### config.mk
export PLATFORM = sky130hd
export DESIGN_NAME = adder_32_arbiter
export DESIGN_NICKNAME = d
export VERILOG_FILES = /design/src/rtl/adder_32_arbiter.sv
export SDC_FILE = /design/constraint.sdc
export NUM_CORES = 1
export LEC_CHECK = 0
export BUFFER_PORTS_ARGS = -buffer_cell sky130_fd_sc_hd__buf_2
export CORE_MARGIN = 2
export CORE_UTILIZATION = 38
export CTS_CLUSTER_DIAMETER = 200
export CTS_CLUSTER_SIZE = 16
export DETAILED_ROUTE_END_ITERATION = 10
export PLACE_DENSITY_LB_ADDON = 0.08
export SYNTH_ARGS = -nofsm -noshare
export SYNTH_HDL_FRONTEND = slang
export SYNTH_SLANG_ARGS = --single-unit
### constraint.sdc
create_clock -name clk -period 1.5 [get_ports clk]
set_input_delay 0.45 -clock clk [delete_from_list [all_inputs] [get_ports clk]]
set_output_delay 0.45 -clock clk [all_outputs]
set_load 0.05 [all_outputs]
### src/rtl/adder_32_arbiter.sv
// -----------------------------------------------------------------------------
// adder_32_arbiter
//
// Purpose:
//   Shares one external 32-bit adder between two requesters. An operation is
//   accepted in IDLE, the winner's operands are latched onto the adder inputs,
//   the adder result is captured one cycle later (CALC), and the winner sees a
//   one-cycle done pulse (DONE). One operation completes every three cycles.
//
// Configuration macro:
//   ADDER_ARB_RR_EN  defined   -> round-robin tie-break, with a one-bit
//                                 "last served" pointer.
//                    undefined -> fixed priority, requester 0 wins ties and
//                                 no pointer register exists.
//
// Ports:
//   clk                 rising-edge clock for all state
//   rst_n               synchronous active-low reset
//   req0 / req1         requester N has valid operands (held until gntN)
//   a0, b0 / a1, b1     requester N operands, 32 bits
//   cin0 / cin1         requester N carry-in
//   gnt0 / gnt1         one-cycle pulse: requester N operands accepted
//   done0 / done1       one-cycle pulse: sum_out/cout_out valid for requester N
//   sum_out, cout_out   registered result and carry-out
//   add_a, add_b        operands driven to the shared adder
//   add_cin             carry-in driven to the shared adder
//   add_sum, add_cout   combinational result returned by the shared adder
// -----------------------------------------------------------------------------
module adder_32_arbiter (
    input  logic        clk,
    input  logic        rst_n,
    input  logic        req0,
    input  logic        req1,
    input  logic [31:0] a0,
    input  logic [31:0] b0,
    input  logic [31:0] a1,
    input  logic [31:0] b1,
    input  logic        cin0,
    input  logic        cin1,
    output logic        gnt0,
    output logic        gnt1,
    output logic        done0,
    output logic        done1,
    output logic [31:0] sum_out,
    output logic        cout_out,
    output logic [31:0] add_a,
    output logic [31:0] add_b,
    output logic        add_cin,
    input  logic [31:0] add_sum,
    input  logic        add_cout
);

    typedef enum logic [1:0] {
        ST_IDLE = 2'd0,
        ST_CALC = 2'd1,
        ST_DONE = 2'd2
    } state_t;

    state_t      state_r;
    state_t      state_next_s;

    logic        accept_s;     // an operation is accepted at this edge
    logic        win_s;        // winning requester index (0 or 1)
    logic        owner_r;      // requester that owns the operation in flight

    logic        gnt0_r;
    logic        gnt1_r;
    logic        done0_r;
    logic        done1_r;
    logic [31:0] sum_out_r;
    logic        cout_out_r;
    logic [31:0] add_a_r;
    logic [31:0] add_b_r;
    logic        add_cin_r;

`ifdef ADDER_ARB_RR_EN
    logic        last_r;       // requester served most recently
`endif

    // Arbitration: requests are only looked at while idle.
    always_comb begin
        accept_s = 1'b0;
        win_s    = 1'b0;
        if (state_r == ST_IDLE) begin
            if (req0 && req1) begin
                accept_s = 1'b1;
`ifdef ADDER_ARB_RR_EN
                // Tie goes to whoever was not served last.
                win_s    = ~last_r;
`else
                win_s    = 1'b0;
`endif
            end else if (req0) begin
                accept_s = 1'b1;
                win_s    = 1'b0;
            end else if (req1) begin
                accept_s = 1'b1;
                win_s    = 1'b1;
            end else begin
                accept_s = 1'b0;
                win_s    = 1'b0;
            end
        end else begin
            accept_s = 1'b0;
            win_s    = 1'b0;
        end
    end

    // Next-state logic for IDLE -> CALC -> DONE -> IDLE.
    always_comb begin
        state_next_s = state_r;
        case (state_r)
            ST_IDLE: begin
                if (accept_s) begin
                    state_next_s = ST_CALC;
                end else begin
                    state_next_s = ST_IDLE;
                end
            end
            ST_CALC: state_next_s = ST_DONE;
            ST_DONE: state_next_s = ST_IDLE;
            default: state_next_s = ST_IDLE;
        endcase
    end

    // State register.
    always_ff @(posedge clk) begin
        if (!rst_n) begin
            state_r <= ST_IDLE;
        end else begin
            state_r <= state_next_s;
        end
    end

    // Grant pulses: set at the accepting edge so they are high during CALC only.
    always_ff @(posedge clk) begin
        if (!rst_n) begin
            gnt0_r <= 1'b0;
            gnt1_r <= 1'b0;
        end else begin
            gnt0_r <= accept_s & ~win_s;
            gnt1_r <= accept_s &  win_s;
        end
    end

    // Done pulses: set at the closing edge of CALC so they are high during DONE only.
    // Reset clears them, which aborts an operation in flight without a done.
    always_ff @(posedge clk) begin
        if (!rst_n) begin
            done0_r <= 1'b0;
            done1_r <= 1'b0;
        end else begin
            done0_r <= (state_r == ST_CALC) & ~owner_r;
            done1_r <= (state_r == ST_CALC) &  owner_r;
        end
    end

    // Operand latch and owner record; the adder inputs only move on acceptance,
    // so requester operand changes after that edge cannot disturb the result.
    always_ff @(posedge clk) begin
        if (!rst_n) begin
            owner_r   <= 1'b0;
            add_a_r   <= 32'd0;
            add_b_r   <= 32'd0;
            add_cin_r <= 1'b0;
        end else if (accept_s) begin
            owner_r   <= win_s;
            add_a_r   <= win_s ? a1   : a0;
            add_b_r   <= win_s ? b1   : b0;
            add_cin_r <= win_s ? cin1 : cin0;
        end else begin
            owner_r   <= owner_r;
            add_a_r   <= add_a_r;
            add_b_r   <= add_b_r;
            add_cin_r <= add_cin_r;
        end
    end

    // Result capture from the shared adder at the end of CALC; held otherwise.
    always_ff @(posedge clk) begin
        if (!rst_n) begin
            sum_out_r  <= 32'd0;
            cout_out_r <= 1'b0;
        end else if (state_r == ST_CALC) begin
            sum_out_r  <= add_sum;
            cout_out_r <= add_cout;
        end else begin
            sum_out_r  <= sum_out_r;
            cout_out_r <= cout_out_r;
        end
    end

`ifdef ADDER_ARB_RR_EN
    // Round-robin pointer; after reset requester 1 counts as last served so
    // requester 0 wins the first tie.
    always_ff @(posedge clk) begin
        if (!rst_n) begin
            last_r <= 1'b1;
        end else if (accept_s) begin
            last_r <= win_s;
        end else begin
            last_r <= last_r;
        end
    end
`endif

    assign gnt0     = gnt0_r;
    assign gnt1     = gnt1_r;
    assign done0    = done0_r;
    assign done1    = done1_r;
    assign sum_out  = sum_out_r;
    assign cout_out = cout_out_r;
    assign add_a    = add_a_r;
    assign add_b    = add_b_r;
    assign add_cin  = add_cin_r;

endmodule
==> summary.txt, run 1 <==
Power and ir drop
  • P per Cell Area: 1160 nW/um^2
  • Internal Power: approximately 4.4 mW
  • Sequential Power Share: 0.463
  • Comb power frac: 0.285
  • Peak VDD IR: ~450 uV
  • Net Sw Frac: 0.354
  • Switch Pwr: 2.40 mW
  • Leakage power: between 2 and 3 nW
  • Tot Pwr: approximately 6.8 mW
  • Clock share of power: 0.252

Synthesis
  • Main synth FF type: dfxtp_1
  • Seq/Total Area, Yosys: 0.525
  • Netlist cell types: 30
  • EDFF count, synth: 0
  • Synth area leaders: dfxtp_1 (53%), a221o_1 (8.0%), nand2_1 (6.6%)
  • #FFs+latches synth: around 110
  • Ys async rst share: 0
  • Area leader, netlist: dfxtp_1
  • Mapped Cells: around 400
  • Syn_area_per_cell: ~10 sq um
  • Synthesized Nets: about 570
  • Post-Syn Area: around 4000 sq um
  • Synth top area share: 0.525
  • Total number of yosys warnings: 0

Finish
  • Commonest non-fill, non-tap cell in the layout: buf_2
  • Most frequent cells in the layout: buf_2 (260), dfxtp_1 (105), nand2_1 (70), a21oi_1 (36), a221o_1 (32)
  • N_diodes: 0
  • Layout fillers: about 970
  • Layout cells sized above 1: 0.483
  • Area of the multi-input gates: 1680 sq um
  • Nets: about 840
  • Area of all sequential standard cells: around 2100 sq um
  • Area Overhead vs Synth: 46.4%
  • Final instance area: roughly 5900 sq um

Setup path
  • Crit path kind: reg2out
  • CP startpoint kind: register
  • R2R Path End: add_b[9]
  • Crit. End Element: output pin
  • WP data arrival: 1000 ps
  • Cell Chain, Critical Path: buf_2
  • Cell family with most CP delay: flip-flops
  • CP max stage delay: between 300 and 400 ps
  • Buf/Inv on CP: 1
  • Slowest cell on crit path: dfxtp_1
  • Cells on worst reg2reg path: 4
  • Crit path required time: 1050 ps
  • Worst setup startpoint: add_b[14]
  • Reg2reg start: state_r[1]
  • R2R Setup Slk: ~100 ps
  • Crit Path Max Fanout: 2

Clocking
  • CTS Buf Count: 9
  • Clock Sinks: 105
  • Max Root-Sink Buffers: 2
  • Clk slew on worst S/H paths: approximately 110 ps
  • CTS tree: built
  • Cts repair resizes: 0
  • Clock Latency Late Sink: ~360 ps
  • Setup Buffers After CTS: 0
  • H-tree depth: 3
  • Root buffer cell: clkbuf_8
  • # hold bufs at CTS: 0

Global route
  • GRT overflow: 0
  • GRT Total Usage: 0.198
  • Number of global-route vias before repair: 3812
  • Initial antenna violation count: 0
  • First-pass GRT wire length: around 18000 um
  • Largest net degree at the start of global routing: 35

Min path
  • Worst hold path type: in2reg
  • HP Start: b1[16]
  • Worst Hold End: add_b[16]
  • Hold Path Depth: 2

Place
  • Buffers on Ports: ~270
  • Post-DP HPWL: ~8900 um
  • GPL Wtd Cong: between 0.7 and 0.8
  • Placed inst area: between 5000 and 6000 sq um

STA
  • # setup viols final: 0
  • Worst Tran Pin Value: ~340 ps
  • Fmax: 691 MHz
  • Min Tclk post-route: ~1400 ps
  • Max-slew violations: 0
  • Final cycle utilization of the critical path: 0.965
  • Clock Skews: about 12 ps
  • Max-slew headroom: 0.772
  • Hold Vio Cnt, Final: 0
  • RSZ-0062 raised after global routing: false

Drt
  • Detailed-route via count: 4037
  • Drt drc: 0
  • Pre-antenna DRT Iters: 4
  • Iteration-0 DRC Markers: about 180
  • Antenna Nets Post-Route: 0
  • Avg WL per Cell: around 14 um
  • Drt total wl: between 10000 and 15000 um
  • Vias per cell: ~5.0

Job
  • Max-cap viol count: 0

Floorplan
  • Die Span Y: approximately 110 um
  • Die ar.: 11400 sq um
  • Core box area: just over 10000 sq um
  • Row cnt: 37
  • Starting Density: 0.390
  • # IOs: approximately 270
  • Die X: ~110 um

Outcome
  • Status: finished clean
[kinds of logic (layout without fill, tap and decap cells)]
logic type | after synthesis | in the layout | synth area share
AOI/OAI and AO/OA | 134 | 134 | 0.271
buffers and inverters | 49 | 322 | 0.0581
DFF | 105 | 105 | 0.525
and+or+nand+nor | 118 | 118 | 0.146
[worst max-delay path by stage]
stage,cells past startpoint,end,slack [ps]
after floorplan,5,add_b[11],6
after global placement,5,add_b[0],-10
after detailed placement,5,add_b[29],-40
after CTS,1,add_b[14],30
after global routing,1,sum_out[26],0.8
final,1,add_b[14],50
[Yosys cell counts, types with 2 or more instances]
cell type    n
a221o_1     32
nand2_1     70
buf_2       12
clkbuf_1    19
dfxtp_1    105
a2bb2oi_1   12
a311oi_1     2
nor3_1       2
inv_1       13
a21oi_1     36
a22oi_1     19
buf_6        4
nor2b_1      2
o2bb2ai_1   19
and2_0       7
nor2_1       3
and2_1      25
o221a_2     12
[sequential cells by signal, summed over array words and instances, names as in the netlist]
signal and count:
add_a 32, done0 1, add_b 32, state_r 2, owner_r 1, done1 1
add_cin 1, gnt1 1, gnt0 1, cout_out 1, sum_out 32
[power groups by stage]
stage                     Combinational [mW]  Clock, mW  Sequential, mW
after floorplan                        0.512          0            3.99
after global placement                  1.92          0            3.20
after detailed placement                1.94          0            3.20
after CTS                               1.94       1.78            3.14
after global routing                    2.05       1.90            3.17
final                                   1.93       1.71            3.14
[metrics by stage]
step / instances / TNS [ps] / hold slack (ps) / setup slack (ps) / util
finish: 815 / 0 / 298 / 52.3 / 0.570
CTS: 815 / 0 / 283 / 25.5 / 0.569
global placement: 799 / -230 / 439 / -11.3 / 0.549
floorplan: 406 / 0 / 417 / 5.72 / -
global route: 815 / 0 / 276 / 0.751 / 0.570
detailed placement: 799 / -772 / 443 / -38.9 / 0.549
[layout make-up]
class,instances,area share
well taps,136,0.0290
multi-input cells,252,0.287
inverters,13,0.00832
repair buffers,293,0.283
flip-flops and latches,105,0.359
clock buffers,11,0.0258
clock inverters,5,0.00768
[metal layers]
metal | global-route usage | vias to the layer above | part of all wire
met1 | 0.233 | 1845 | 0.40
met4 | 0.0714 | 0 | 0.018
li1 | - | 2002 | -
met5 | 0 | - | 0
met3 | 0.0547 | 20 | 0.082
met2 | 0.345 | 170 | 0.50
Note: power is estimated with default switching activity, not from simulation.
==> inputs of run 2 (changes only) <==
--- a/config.mk
+++ b/config.mk
@@ -6,12 +6,12 @@
 export NUM_CORES = 1
 export LEC_CHECK = 0
 export BUFFER_PORTS_ARGS = -buffer_cell sky130_fd_sc_hd__buf_2
-export CORE_MARGIN = 2
+export CORE_MARGIN = 8
 export CORE_UTILIZATION = 38
 export CTS_CLUSTER_DIAMETER = 200
 export CTS_CLUSTER_SIZE = 16
 export DETAILED_ROUTE_END_ITERATION = 10
-export PLACE_DENSITY_LB_ADDON = 0.08
+export PLACE_DENSITY = 0.88
 export SYNTH_ARGS = -nofsm -noshare
 export SYNTH_HDL_FRONTEND = slang
 export SYNTH_SLANG_ARGS = --single-unit
==> run 2 against run 1 <==
Effect of this change:
- count of clock-buffer cells in the layout down 1
- via count up 0.35%
- sequential share of layout area up 0.49 points
- global-route usage down 1.9 points
- utilization down 0.77 points
- first-iteration DRC count up 62%
- combinational power about the same
- critical path depth unchanged
- final cell count down 0.61%
- sequential power about the same
- wire length up 13%
- die area up 24%
- largest cell class unchanged
==> summary.txt, run 2 (same netlist as run 1, synthesis figures left out) <==
Setup path
  • Buf/Inv on CP: 1 (unchanged)
  • Slowest cell on crit path: dfxtp_1 (unchanged)
  • Cell Chain, Critical Path: buf_2 (unchanged)
  • Cell family with most CP delay: flip-flops (unchanged)
  • CP startpoint kind: register (unchanged)
  • Crit Path Max Fanout: 2 (unchanged)
  • WP data arrival: 1000 ps (about the same)
  • Crit. End Element: output pin (unchanged)
  • Crit path required time: 1050 ps (about the same)
  • CP max stage delay: 370 ps (about the same)
  • Crit path kind: reg2out (unchanged)

Clocking
  • CTS Buf Count: 9 (unchanged)
  • Clock Sinks: 105 (unchanged)
  • Root buffer cell: clkbuf_8 (unchanged)
  • # hold bufs at CTS: 0 (unchanged)
  • CTS tree: built (unchanged)
  • Max Root-Sink Buffers: 2 (unchanged)
  • H-tree depth: 3 (unchanged)
  • Clk slew on worst S/H paths: 110 ps (about the same)
  • Clock Latency Late Sink: 360 ps (about the same)

Power and ir drop
  • Switch Pwr: 2.41 mW (was 2.40 mW)
  • Peak VDD IR: 544 uV (was 451 uV)
  • Sequential Power Share: 0.468 (was 0.463)
  • Leakage power: 2.86 nW (was 2.91 nW)
  • Net Sw Frac: 0.359 (was 0.354)
  • Clock share of power: 0.247 (was 0.252)
  • Comb power frac: 0.285 (about the same)
  • Internal Power: 4.31 mW (was 4.38 mW)
  • P per Cell Area: 1160 nW/um^2 (about the same)

Drt
  • Pre-antenna DRT Iters: 4 (unchanged)
  • Iteration-0 DRC Markers: 298 (was 184)
  • Detailed-route via count: 4051 (was 4037)
  • Vias per cell: 5.00 (was 4.95)
  • Drt drc: 0 (unchanged)
  • Avg WL per Cell: 16.2 um (was 14.3 um)
  • Drt total wl: 13100 um (was 11600 um)
  • Antenna Nets Post-Route: 0 (unchanged)

STA
  • RSZ-0062 raised after global routing: false (unchanged)
  • Setup_tns: 0 ps (unchanged)
  • Fmax: 689 MHz (was 691 MHz)
  • Hold Vio Cnt, Final: 0 (unchanged)
  • Final cycle utilization of the critical path: 0.967 (was 0.965)
  • Min Tclk post-route: 1450 ps (about the same)
  • Max-slew headroom: 0.731 (was 0.772)
  • Worst Tran Pin Value: 403 ps (was 342 ps)
  • Clock Skews: 9.51 ps (was 12.2 ps)
  • Max-slew violations: 0 (unchanged)
  • # setup viols final: 0 (unchanged)

Floorplan
  • Die X: 119 um (was 107 um)
  • Die ar.: 14100 sq um (was 11400 sq um)
  • Starting Density: 0.390 (unchanged)
  • Die Span Y: 119 um (was 107 um)
  • # IOs: 269 (unchanged)
  • Row cnt: 37 (unchanged)
  • Core box area: 10300 sq um (unchanged)

Job
  • Max-cap viol count: 0 (unchanged)

Global route
  • Largest net degree at the start of global routing: 52 (was 35)
  • First-pass GRT wire length: 20900 um (was 18000 um)
  • Initial antenna violation count: 0 (unchanged)
  • Number of global-route vias before repair: 4185 (was 3812)
  • GRT Total Usage: 0.179 (was 0.198)
  • GRT overflow: 0 (unchanged)

Place
  • Buffers on Ports: 268 (unchanged)
  • GPL Wtd Cong: 0.805 (was 0.727)
  • Post-Place Cells: 794 (was 799)
  • Post-DP HPWL: 10300 um (was 8910 um)

Finish
  • Final core occ: 0.563 (was 0.570)
  • Most frequent cells in the layout: buf_2 (257), dfxtp_1 (105), nand2_1 (70), a21oi_1 (36), a221o_1 (32) (was buf_2 (260), dfxtp_1 (105), nand2_1 (70), a21oi_1 (36), a221o_1 (32))
  • Nets: 836 (was 841)
  • Non-Filler Instances: 810 (was 815)
  • Area Overhead vs Synth: 44.5% (was 46.4%)
  • N_diodes: 0 (unchanged)
  • Commonest non-fill, non-tap cell in the layout: buf_2 (unchanged)
  • Layout cells sized above 1: 0.479 (was 0.483)

Min path
  • Worst hold path type: in2reg (unchanged)

Outcome
  • Status: finished clean (unchanged)
-- run 2: cell type report --
class / instances / area, sq um
fillers: 946 / 4490
flip-flops and latches: 105 / 2100
multi-input cells: 252 / 1680
repair buffers: 288 / 1590
well taps: 136 / 170
clock buffers: 10 / 138
inverters: 13 / 48.8
clock inverters: 6 / 47.5
-- run 2: routing by layer --
layer | part of all wire | GRT usage | up-vias
li1 | - | - | 1995
met1 | 0.39 | 0.194 | 1863
met2 | 0.51 | 0.320 | 176
met3 | 0.086 | 0.0700 | 17
met4 | 0.015 | 0.0458 | 0
met5 | 0 | 0 | -
-- run 2: path summary, 6_finish.rpt --
kind,from,endpoint,slack [ps],depth (start not counted)
min,b1[22],add_b[22],300,2
max,add_cin,add_cin,50,1
max reg2reg,state_r[1],add_cin,110,4
min reg2reg,sum_out[3],sum_out[3],450,2
-- run 2: power groups by stage --
stage	sequential [mW]	clock [mW]	combinational, mW
floorplan	3.99	0	0.512
global placement	3.20	0	1.89
detailed placement	3.20	0	1.92
CTS	3.14	1.73	1.92
global route	3.17	1.85	2.03
finish	3.14	1.66	1.92
-- run 2: stage by stage --
step                cell area [sq um]  hold WS, ps  setup WS (ps)  power [mW]
CTS                              5760          281           12.2        6.79
global route                     5780          267         0.0938        7.05
finish                           5780          303           48.8        6.73
floorplan                        4010          417           5.72        4.50
detailed placement               5570          442          -97.1        5.12
global placement                 5570          439          -50.3        5.09
-- run 2: what timing repair did --
| action | CTS | global route |
|---|---|---|
| endpoints found under the setup margin | 1 | 11 |
| endpoints found under the hold margin | 0 | 0 |
| resized for setup | 1 | 10 |
| setup buffers | 0 | 0 |
| pin swaps | 0 | 1 |
